$ cat src/rtl/game_state_ctrl.sv
// Frame-paced game state controller: death freeze, blinking game-over overlay,
// and debounced restart key-hold producing a one-cycle restart pulse.
module game_state_ctrl #(
  parameter int unsigned DYING_FRAMES = 60,
  parameter int unsigned BLINK_FRAMES = 30,
  parameter int unsigned HOLD_FRAMES  = 10
) (
  input  logic       Clk,
  input  logic       Reset,
  input  logic       frame_clk,
  input  logic       hp_zero,
  input  logic       start_key,
  output logic       Game_Over_On,
  output logic       Game_Freeze,
  output logic       Game_Restart,
  output logic [1:0] State
);

  typedef enum logic [1:0] {
    PLAY    = 2'd0,
    DYING   = 2'd1,
    OVER    = 2'd2,
    RESTART = 2'd3
  } state_e;

  localparam logic [7:0] DYING_LAST = 8'(DYING_FRAMES - 1);
  localparam logic [7:0] BLINK_LAST = 8'(BLINK_FRAMES - 1);
  localparam logic [7:0] HOLD_LAST  = 8'(HOLD_FRAMES - 1);

  logic       frame_meta_q, frame_sync_q, frame_prev_q;
  logic       tick;
  state_e     state_q, state_d;
  logic [7:0] frame_cnt_q, frame_cnt_d;
  logic [7:0] hold_cnt_q, hold_cnt_d;
  logic       blink_on_q, blink_on_d;
  logic       armed_q, armed_d;
  logic       grace_q, grace_d;
  logic       over_on_q, freeze_q, restart_q;

  // frame_clk is asynchronous: two flops for metastability, a third for edge detect.
  assign tick = frame_sync_q & ~frame_prev_q;

  always_comb begin
    // NOTE: every next-state signal defaults to its current value first, so no
    // path through the case below can leave one unassigned and infer a latch.
    state_d     = state_q;
    frame_cnt_d = frame_cnt_q;
    hold_cnt_d  = hold_cnt_q;
    blink_on_d  = blink_on_q;
    armed_d     = armed_q;
    grace_d     = grace_q;

    unique case (state_q)
      PLAY: begin
        if (tick) grace_d = 1'b0;
        if (!grace_q && hp_zero) begin
          state_d     = DYING;
          frame_cnt_d = '0;
        end
      end

      DYING: begin
        if (tick) begin
          if (frame_cnt_q == DYING_LAST) begin
            state_d     = OVER;
            frame_cnt_d = '0;
            blink_on_d  = 1'b1;
            armed_d     = 1'b0;
            hold_cnt_d  = '0;
          end else begin
            frame_cnt_d = frame_cnt_q + 8'd1;
          end
        end
      end

      OVER: begin
        if (tick) begin
          if (frame_cnt_q == BLINK_LAST) begin
            blink_on_d  = ~blink_on_q;
            frame_cnt_d = '0;
          end else begin
            frame_cnt_d = frame_cnt_q + 8'd1;
          end
        end
        // A released key both arms the hold and breaks any hold in progress,
        // even on a tick cycle.
        if (!start_key) begin
          armed_d    = 1'b1;
          hold_cnt_d = '0;
        end else if (armed_q && tick) begin
          if (hold_cnt_q == HOLD_LAST) state_d = RESTART;
          else                         hold_cnt_d = hold_cnt_q + 8'd1;
        end
      end

      RESTART: begin
        state_d     = PLAY;
        grace_d     = 1'b1;
        frame_cnt_d = '0;
        hold_cnt_d  = '0;
        blink_on_d  = 1'b0;
        armed_d     = 1'b0;
      end
    endcase
  end

  // NOTE: sequential state uses non-blocking assignments so every flop samples
  // the pre-edge values regardless of statement order.
  always_ff @(posedge Clk or posedge Reset) begin
    if (Reset) begin
      frame_meta_q <= 1'b0;
      frame_sync_q <= 1'b0;
      frame_prev_q <= 1'b0;
      state_q      <= PLAY;
      frame_cnt_q  <= '0;
      hold_cnt_q   <= '0;
      blink_on_q   <= 1'b0;
      armed_q      <= 1'b0;
      grace_q      <= 1'b1;
      over_on_q    <= 1'b0;
      freeze_q     <= 1'b0;
      restart_q    <= 1'b0;
    end else begin
      frame_meta_q <= frame_clk;
      frame_sync_q <= frame_meta_q;
      frame_prev_q <= frame_sync_q;
      state_q      <= state_d;
      frame_cnt_q  <= frame_cnt_d;
      hold_cnt_q   <= hold_cnt_d;
      blink_on_q   <= blink_on_d;
      armed_q      <= armed_d;
      grace_q      <= grace_d;
      over_on_q    <= (state_d == OVER) && blink_on_d;
      freeze_q     <= (state_d != PLAY);
      restart_q    <= (state_d == RESTART);
    end
  end

  assign Game_Over_On = over_on_q;
  assign Game_Freeze  = freeze_q;
  assign Game_Restart = restart_q;
  assign State        = state_q;

endmodule

$ cat config.mk
export PLATFORM = sky130hd
export DESIGN_NAME = game_state_ctrl
export DESIGN_NICKNAME = d
export VERILOG_FILES = /design/src/rtl/game_state_ctrl.sv
export SDC_FILE = /design/constraint.sdc
export NUM_CORES = 1
export LEC_CHECK = 0
export CAP_MARGIN = 30
export CORE_MARGIN = 2
export CORE_UTILIZATION = 25
export DETAILED_ROUTE_END_ITERATION = 7
export GPL_TIMING_DRIVEN = 1
export PLACE_DENSITY = 0.41
export SETUP_SLACK_MARGIN = 0.02
export SYNTH_ARGS = -nofsm -noshare
export SYNTH_HDL_FRONTEND = slang
export SYNTH_SLANG_ARGS = --single-unit
$ cat constraint.sdc
create_clock -name Clk -period 2 [get_ports Clk]
set_input_delay 0.3 -clock Clk [delete_from_list [all_inputs] [get_ports Clk]]
set_output_delay 0.3 -clock Clk [all_outputs]
set_load 0.02 [all_outputs]
## Word-level counts from Yosys, hierarchy flattened

Index checks and enable logic that the tools add are counted.

| word-level totals | value |
|---|---|
| input bits | 5 |
| flip-flop bits (word level) | 27 |
| output and inout bits | 5 |
| logic and storage cells | 75 |
| memories | 0 |
| bits in latches | 0 |
| ROM bits | 0 |
| RAM bits | 0 |

| cells by class | value |
|---|---|
| div/mod/pow operators | 0 |
| mux-type cells | 30 |
| multiply operators | 0 |
| bitwise gates (word level) | 3 |
| reduce and logical (&&, ||, !) cells | 12 |
| $lt $le $gt $ge | 0 |
| equal/unequal tests | 16 |
| shift-type cells | 0 |
| add/sub/neg operators | 2 |

Operator list:

| operator | count |
|---|---|
| $mux 8 | 10 |
| $pmux 8 s4 | 1 |
| $pmux 8 s3 | 1 |
| $add 8x1->8 const B | 2 |
| $mux 2 | 6 |
| $ne 2x2->1 const B | 6 |
| $eq 2x2->1 const B | 4 |
| $eq 8x4->1 const B | 1 |
| $eq 8x5->1 const B | 1 |
| $eq 8x6->1 const B | 1 |
| $mux 1 | 8 |
| $pmux 2 s4 | 1 |
| $ne 3x3->1 const B | 2 |
| $pmux 1 s3 | 2 |
| $reduce_and 5->1 | 1 |
| $reduce_and 4->1 | 1 |
| $reduce_bool 2->1 | 2 |
| $logic_and 1x1->1 | 3 |
| $reduce_and 3->1 | 1 |
| $reduce_bool 3->1 | 1 |
| $eq 2x1->1 const B | 1 |
| $logic_not 2->1 | 1 |
| $not 1->1 | 2 |
| $pmux 1 s2 | 1 |
| 3 further kinds | 3 |

## Logic depth before layout (Yosys ltp)

Gate-level depths: netlist of the first run.

| depth | value |
|---|---|
| depth in word-level cells | 8 |
| gate-level depth with buffers | 7 |
| mapped depth without buffers | 6 |

## Worst setup path after synthesis of the first run

Ideal clock, no wire load.

| path | value |
|---|---|
| path kind | register to register |
| start point | register state_q[1] (netlist: State[1]) |
| end point | register frame_cnt_q[5] |
| slack | 0.086 ns |
| data required time | 1.896 ns |
| period minus slack after synthesis | 1.914 ns |
| cell stages (with the launch flop) | 7 |
| library setup time | 0.104 ns |
| buffers on the path | 0 |
| arrival | 1.810 ns |
| path through | dfrtp_1 inv_1 ha_1 or2_2 a22oi_1 o21ai_1 o311ai_1 |

| between the ends | value |
|---|---|
| word-level cells in the longest chain between the ends | 3 |
| elaborated cells between the ends (all ways) | 9 |
| those cells by class | eq/ne: 6; mux: 1; reduce/logical: 2 |

RTL lines:

| element | line | RTL |
|---|---|---|
| start: declaration | 32 | `state_e state_q, state_d;` |
| start signal: assignment | 127 | `state_q <= state_d;` |
| $eq 2x1->1 (tied with other cells) | 53 | `unique case (state_q)` |
| $ne 2x2->1 (no source line) | - |  |
| $reduce_and 3->1 (no source line) | - |  |
| end signal: assignment | 128 | `frame_cnt_q <= frame_cnt_d;` |
| end: declaration | 33 | `logic [7:0] frame_cnt_q, frame_cnt_d;` |

Several ways; a longest one is shown, not always the timed one.
A chain may end at the register's enable or synchronous reset.

## Worst setup path in the final report of the first run

| path | value |
|---|---|
| start point | register state_q[0] (netlist: State[0]) |
| end point | register frame_cnt_q[1] |

The elaborated chain is that of the path after synthesis.

==> results.json, run 1 <==
{
  "antenna_found_initial": 0,
  "ys_ff_latch": 27,
  "fin_crit_sh": 0.9337,
  "die_area_sq_mm": 0.007026,
  "dieHeight_um": 83.82,
  "firstDrtPassIters": 4,
  "peakVddDrop_mv": 0.3095,
  "synth-edff-count": 0,
  "synth-main-ff-cell": "dfrtp_1",
  "final_common_cell": "dfrtp_1",
  "root_buffer": "clkbuf_8",
  "insertion_delay_ns": 0.29,
  "first_global_vias": 1437,
  "worstPathMaxFanout": 9,
  "grt_use_total": 0.1225,
  "startpoint_type": "register",
  "endpoint_kind": "register",
  "syn_area_sq_mm": 0.001593,
  "vias_per_cell": 5.019,
  "syn_nets": 182,
  "seq_area_frac_synth": 0.4250,
  "hp-class": "reg2reg",
  "cp.required_ns": 2.19,
  "max-cap-violations": 0,
  "skew_ns": 0.01851,
  "num_io_pins": 10,
  "cp_data_arrival_time_ns": 2.05,
  "status": "completed",
  "path_cells": "buf_4 > ha_1 > or2_2 > a22o_1 > o31ai_1",
  "synth.distinct_cells": 48,
  "slew_headroom": 0.7398,
  "grt_start_max_net_pins": 28,
  "syn_to_final_growth_pct": 24.74,
  "antenna_left": 0,
  "ys_warn_count": 0,
  "rsz0062_at_grt": "false",
  "numClockSinks": 27,
  "crit_type": "reg2reg",
  "drive_above_1_share": 0.1865,
  "drt-total-wl_um": 3902,
  "internal_power_uw": 1022,
  "vias": 1355,
  "pre_cts_ws_ns": 0.04928,
  "synth_area_leader_cell": "dfrtp_1",
  "seq_power_share": 0.386,
  "p_sw_frac": 0.3698,
  "combPwrFrac": 0.408,
  "setup_violations": 0,
  "place_congestion": 0.7676,
  "p_leak_uw": 0.0008203,
  "drt_iter0_markers": 69,
  "power.share.clock": 0.206,
  "setup-tns-final_ns": 0,
  "fp.dieW_um": 83.82,
  "overflow": 0,
  "synth.avg_cell_area_sq_um": 9.481,
  "n_antenna_cell": 0,
  "synthTopCellsByArea": "dfrtp_1, ha_1, nand2_1",
  "layout_common_cells": "dfrtp_1, nand2_1, buf_4",
  "p_switching_uw": 599.6,
  "crit_path_top_delay_cell": "dfrtp_1",
  "wl_per_cell_um": 14.45,
  "cts_buffers": 3,
  "drc": 0,
  "grt_pass1_wl_um": 7003,
  "setup_slack_ns": 0.1327,
  "hold_violations": 0,
  "portBuffers": 9,
  "cts_tree": "done",
  "h-tree-depth": 1,
  "worst_pin_slew_ns": 0.3888,
  "nets": 208,
  "initial_core_util": 0.2552,
  "async_flop_share": 1.000,
  "clk_pin_slew_worst_paths_ns": 0.11,
  "fin_crit_ns": 1.867,
  "p_per_area_mw_per_mm2": 816.0,
  "max_freq_mhz": 535.5,
  "synth_cells": 168,
  "synth_top_area_share": 0.4085,
  "max_stage_delay_ns": 0.42,
  "dp_hpwl_um": 2842,
  "maxSlewViolCount": 0,
  "clockBufferDepth": 2,
  "core_area_sq_mm": 0.006241,
  "std_cell_rows": 29
}
layer usage:
| metal | vias up | part of all wire | track usage |
|---|---|---|---|
| li1 | 676 | - | - |
| met1 | 665 | 0.50 | 0.1645 |
| met2 | 10 | 0.47 | 0.2029 |
| met3 | 4 | 0.020 | 0.02671 |
| met4 | 0 | 0.0092 | 0.02639 |
| met5 | - | 0 | 0 |
worst paths after layout:
path / to / start / slack, ns / cells after the start
hold reg to reg: frame_sync_q / frame_meta_q / 0.36 / 0
min in group asynchronous: hold_cnt_q[4] / Reset / 0.38 / 3
max in group asynchronous: frame_cnt_q[0] / Reset / 1.30 / 3
setup / recovery: frame_cnt_q[1] / State[0] / 0.13 / 5
setup reg to reg: frame_cnt_q[1] / State[0] / 0.13 / 5
hold / removal: frame_sync_q / frame_meta_q / 0.36 / 0
power by group through the flow:
stage	Sequential (uW)	Combinational, uW	Clock (uW)
finish	627	661	334
global placement	639	583	0
floorplan	659	329	0
detailed placement	643	578	0
CTS	629	622	356
global route	634	727	385
metrics by stage:
step           power (uW)  hold slack (ns)  area [sq um]  std cells  utilization
3_5_place_dp         1221           0.3458          1866        262       0.2989
2_1_floorplan       987.7           0.3312          1593        168            -
4_1_cts              1607           0.3685          1934        268       0.3099
5_1_grt              1746           0.3760          1987        270       0.3184
6_report             1621           0.3638          1987        270       0.3184
3_3_place_gp         1222           0.3435          1866        262       0.2989
cells in the mapped netlist (all sizes together), types with 3 or more instances:
cell type,instances
o31ai,3
o311ai,3
o211ai,5
o21ai,12
a41oi,3
nand4,3
ha,9
or2,3
nor2,10
dfrtp,26
a31oi,3
inv,10
nand2,23
nand3,7
a21oi,6
critical path, delay by kind of cell (launching register included):
| family | cells | cell delay (ns) |
|---|---|---|
| simple gates | 1 | 0.33 |
| buf+inv | 1 | 0.15 |
| compound gates | 2 | 0.62 |
| flops | 1 | 0.42 |
| fa+ha+maj | 1 | 0.24 |
state kept, by name, indices dropped and copies added, names as in the netlist:
name	flops
State	2
frame_prev_q	1
hold_cnt_q	8
Game_Freeze	1
frame_meta_q	1
armed_q	1
frame_cnt_q	8
grace_q	1
Game_Over_On	1
blink_on_q	1
frame_sync_q	1
Game_Restart	1
layout make-up:
class / instances / area, sq um
well taps: 77 / 96.34
fillers: 678 / 4254
flip-flops and latches: 27 / 678.2
repair buffers: 25 / 222.7
clock buffers: 3 / 41.29
clock inverters: 1 / 7.507
multi-input cells: 127 / 903.4
inverters: 10 / 37.54
logic make-up (layout without fill, tap and decap cells):
kind of cell | count (synthesis) | after routing | synth area share
AND/OR/NAND/NOR | 67 | 67 | 0.2317
AO/OA/AOI/OAI | 49 | 49 | 0.2263
flip-flops | 27 | 27 | 0.4250
buffers and inverters | 14 | 39 | 0.03378
adder cells (fa/ha/maj) | 9 | 9 | 0.07070
multiplexers | 2 | 2 | 0.01257
what timing repair did:
item,4_1_cts,5_1_grt
hold buffers,0,0
resized for setup,1,8
endpoints found under the setup margin,2,18
pin swaps,0,2
buffers inserted,2,2
No activity file was read; power rests on OpenSTA's default activity.
==> run 2, diff against run 1 <==
--- a/config.mk
+++ b/config.mk
@@ -6,11 +6,11 @@
 export NUM_CORES = 1
 export LEC_CHECK = 0
 export CAP_MARGIN = 30
-export CORE_MARGIN = 2
+export CORE_MARGIN = 8
 export CORE_UTILIZATION = 25
 export DETAILED_ROUTE_END_ITERATION = 7
 export GPL_TIMING_DRIVEN = 1
-export PLACE_DENSITY = 0.41
+export PLACE_DENSITY = 0.43
 export SETUP_SLACK_MARGIN = 0.02
 export SYNTH_ARGS = -nofsm -noshare
 export SYNTH_HDL_FRONTEND = slang
==> constraint.sdc (replaced) <==
create_clock -name Clk -period 1.66 [get_ports Clk]
set_input_delay 0.249 -clock Clk [delete_from_list [all_inputs] [get_ports Clk]]
set_output_delay 0.249 -clock Clk [all_outputs]
set_load 0.02 [all_outputs]
==> run 2 against run 1 <==
The run now ends with setup timing left; critical path depth increased by 2; via count up 9.4%; first-iteration DRC count up 7.2%; critical path type unchanged; largest cell class unchanged.
==> results.json, run 2 (same netlist as run 1, synthesis figures left out) <==
{
  "fin_crit_sh": 1.049,
  "seq_area_sq_um": 679.4,
  "worst_pin_slew_ns": 0.3779,
  "power_uw": 2314,
  "crit_path_top_delay_cell": "dfrtp_1",
  "final_common_cell": "buf_4",
  "power.share.clock": 0.165,
  "antenna_left": 0,
  "internal_power_uw": 1451,
  "first_global_vias": 1507,
  "numClockSinks": 27,
  "hold_violations": 0,
  "endpoint_kind": "register",
  "drt_iter0_markers": 74,
  "fin_crit_ns": 1.742,
  "p_leak_uw": 0.001095,
  "insertion_delay_ns": 0.28,
  "clockBufferDepth": 2,
  "grt_start_max_net_pins": 28,
  "grt_use_total": 0.09587,
  "multiInputGateArea_sq_mm": 0.001155,
  "nets": 239,
  "ctsHoldBuffers": 0,
  "cp_data_arrival_time_ns": 1.92,
  "combPwrFrac": 0.511,
  "wl_per_cell_um": 14.42,
  "drt-total-wl_um": 4339,
  "overflow": 0,
  "cp.required_ns": 1.84,
  "cts_tree": "done",
  "dieHeight_um": 95.82,
  "rsz0062_at_grt": "true",
  "vias_per_cell": 4.927,
  "path_delay_family": "compound AO/OA/AOI/OAI gates",
  "p_switching_uw": 863.4,
  "setup_violations": 16,
  "die_area_sq_mm": 0.009181,
  "status": "complete, but fails checks",
  "path_buf_inv": 2,
  "root_buffer": "clkbuf_8",
  "p_per_area_mw_per_mm2": 934.2,
  "max_stage_delay_ns": 0.41,
  "crit_type": "reg2reg",
  "portBuffers": 9,
  "syn_to_final_growth_pct": 55.54,
  "std_cell_rows": 29,
  "slew_headroom": 0.7476,
  "failed_checks": "setup timing",
  "h-tree-depth": 1,
  "drc": 0,
  "maxSlewViolCount": 0,
  "reg2reg_from": "frame_cnt_q[0]",
  "fillers": 622,
  "hp-class": "in2async",
  "drive_above_1_share": 0.4643,
  "antenna_found_initial": 0,
  "setup_slack_ns": -0.08152,
  "setup-tns-final_ns": -0.6371,
  "core_area_sq_mm": 0.006241,
  "initial_core_util": 0.2552,
  "fp.dieW_um": 95.82,
  "skew_ns": 0.006380,
  "p_sw_frac": 0.3731,
  "dp_hpwl_um": 3088,
  "startpoint_type": "register",
  "peakVddDrop_mv": 0.4197,
  "max-cap-violations": 0,
  "layout_common_cells": "buf_4, dfrtp_1, nand2_1, nor2_1",
  "clk_pin_slew_worst_paths_ns": 0.10,
  "n_antenna_cell": 0,
  "firstDrtPassIters": 4,
  "place_congestion": 0.7835,
  "num_io_pins": 10,
  "cts_buffers": 3,
  "grt_pass1_wl_um": 7079,
  "cp-startpoint": "frame_cnt_q[0]",
  "vias": 1483,
  "worstPathMaxFanout": 4,
  "path_cells": "ha_2 > and4b_2 > buf_4 > a21oi_4 > buf_6 > o2111ai_2 > o311ai_1",
  "max_freq_mhz": 574.2,
  "seq_power_share": 0.324
}
[run 2: path summary, 6_finish.rpt]
check | endpoint | slack, ns | cells past startpoint
worst max register to register | frame_cnt_q[2] | -0.08 | 7
worst max-delay path | frame_cnt_q[2] | -0.08 | 7
max in group asynchronous | grace_q | 1.01 | 3
worst min-delay path | frame_meta_q | 0.33 | 3
worst min register to register | frame_sync_q | 0.37 | 0
min in group Clk | frame_sync_q | 0.37 | 0
[run 2: power groups by stage]
| stage | clock network (uW) | registers, uW | logic (uW) |
|---|---|---|---|
| floorplan | 0 | 800 | 428 |
| global placement | 0 | 757 | 847 |
| detailed placement | 0 | 760 | 846 |
| CTS | 410 | 745 | 1010 |
| global route | 425 | 754 | 1270 |
| finish | 383 | 749 | 1180 |
[run 2: routing by layer]
metal | vias up | GRT usage | routed length [um]
met4 | 0 | 0.02561 | 27
met3 | 2 | 0.02340 | 111
met2 | 14 | 0.1697 | 2257
li1 | 743 | - | -
met1 | 724 | 0.1124 | 1942
met5 | - | 0 | 0
[run 2: timing repair]
item | CTS | global route
hold endpoints to repair | 0 | 0
resized for setup | 35 | 31
setup endpoints to repair | 23 | 23
setup buffers | 4 | 5
pin swaps | 16 | 14
[run 2: worst register-to-register path: stages (launching register included)]
cell and delay, ns:
dfrtp_1 0.41, ha_2 0.20, and4b_2 0.26, buf_4 0.16, a21oi_4 0.25, buf_6 0.15
o2111ai_2 0.12, o311ai_1 0.09
[run 2: area by class of cell]
type	count	share of cell area
well taps	77	0.03889
clock buffers	3	0.01667
clock inverters	1	0.002020
repair buffers	56	0.1869
inverters	10	0.01515
multi-input cells	127	0.4662
flip-flops and latches	27	0.2742
[run 2: through the flow]
| step | std cells | setup slack (ns) | area (sq um) | hold slack (ns) | utilization |
|---|---|---|---|---|---|
| floorplan | 168 | 0.01964 | 1625 | 0.2804 | - |
| global placement | 289 | -0.1220 | 2083 | 0.3477 | 0.3338 |
| detailed placement | 289 | -0.1379 | 2083 | 0.3479 | 0.3338 |
| CTS | 297 | -0.09731 | 2298 | 0.3430 | 0.3683 |
| global route | 301 | -0.1464 | 2477 | 0.3570 | 0.3970 |
| finish | 301 | -0.08152 | 2477 | 0.3319 | 0.3970 |
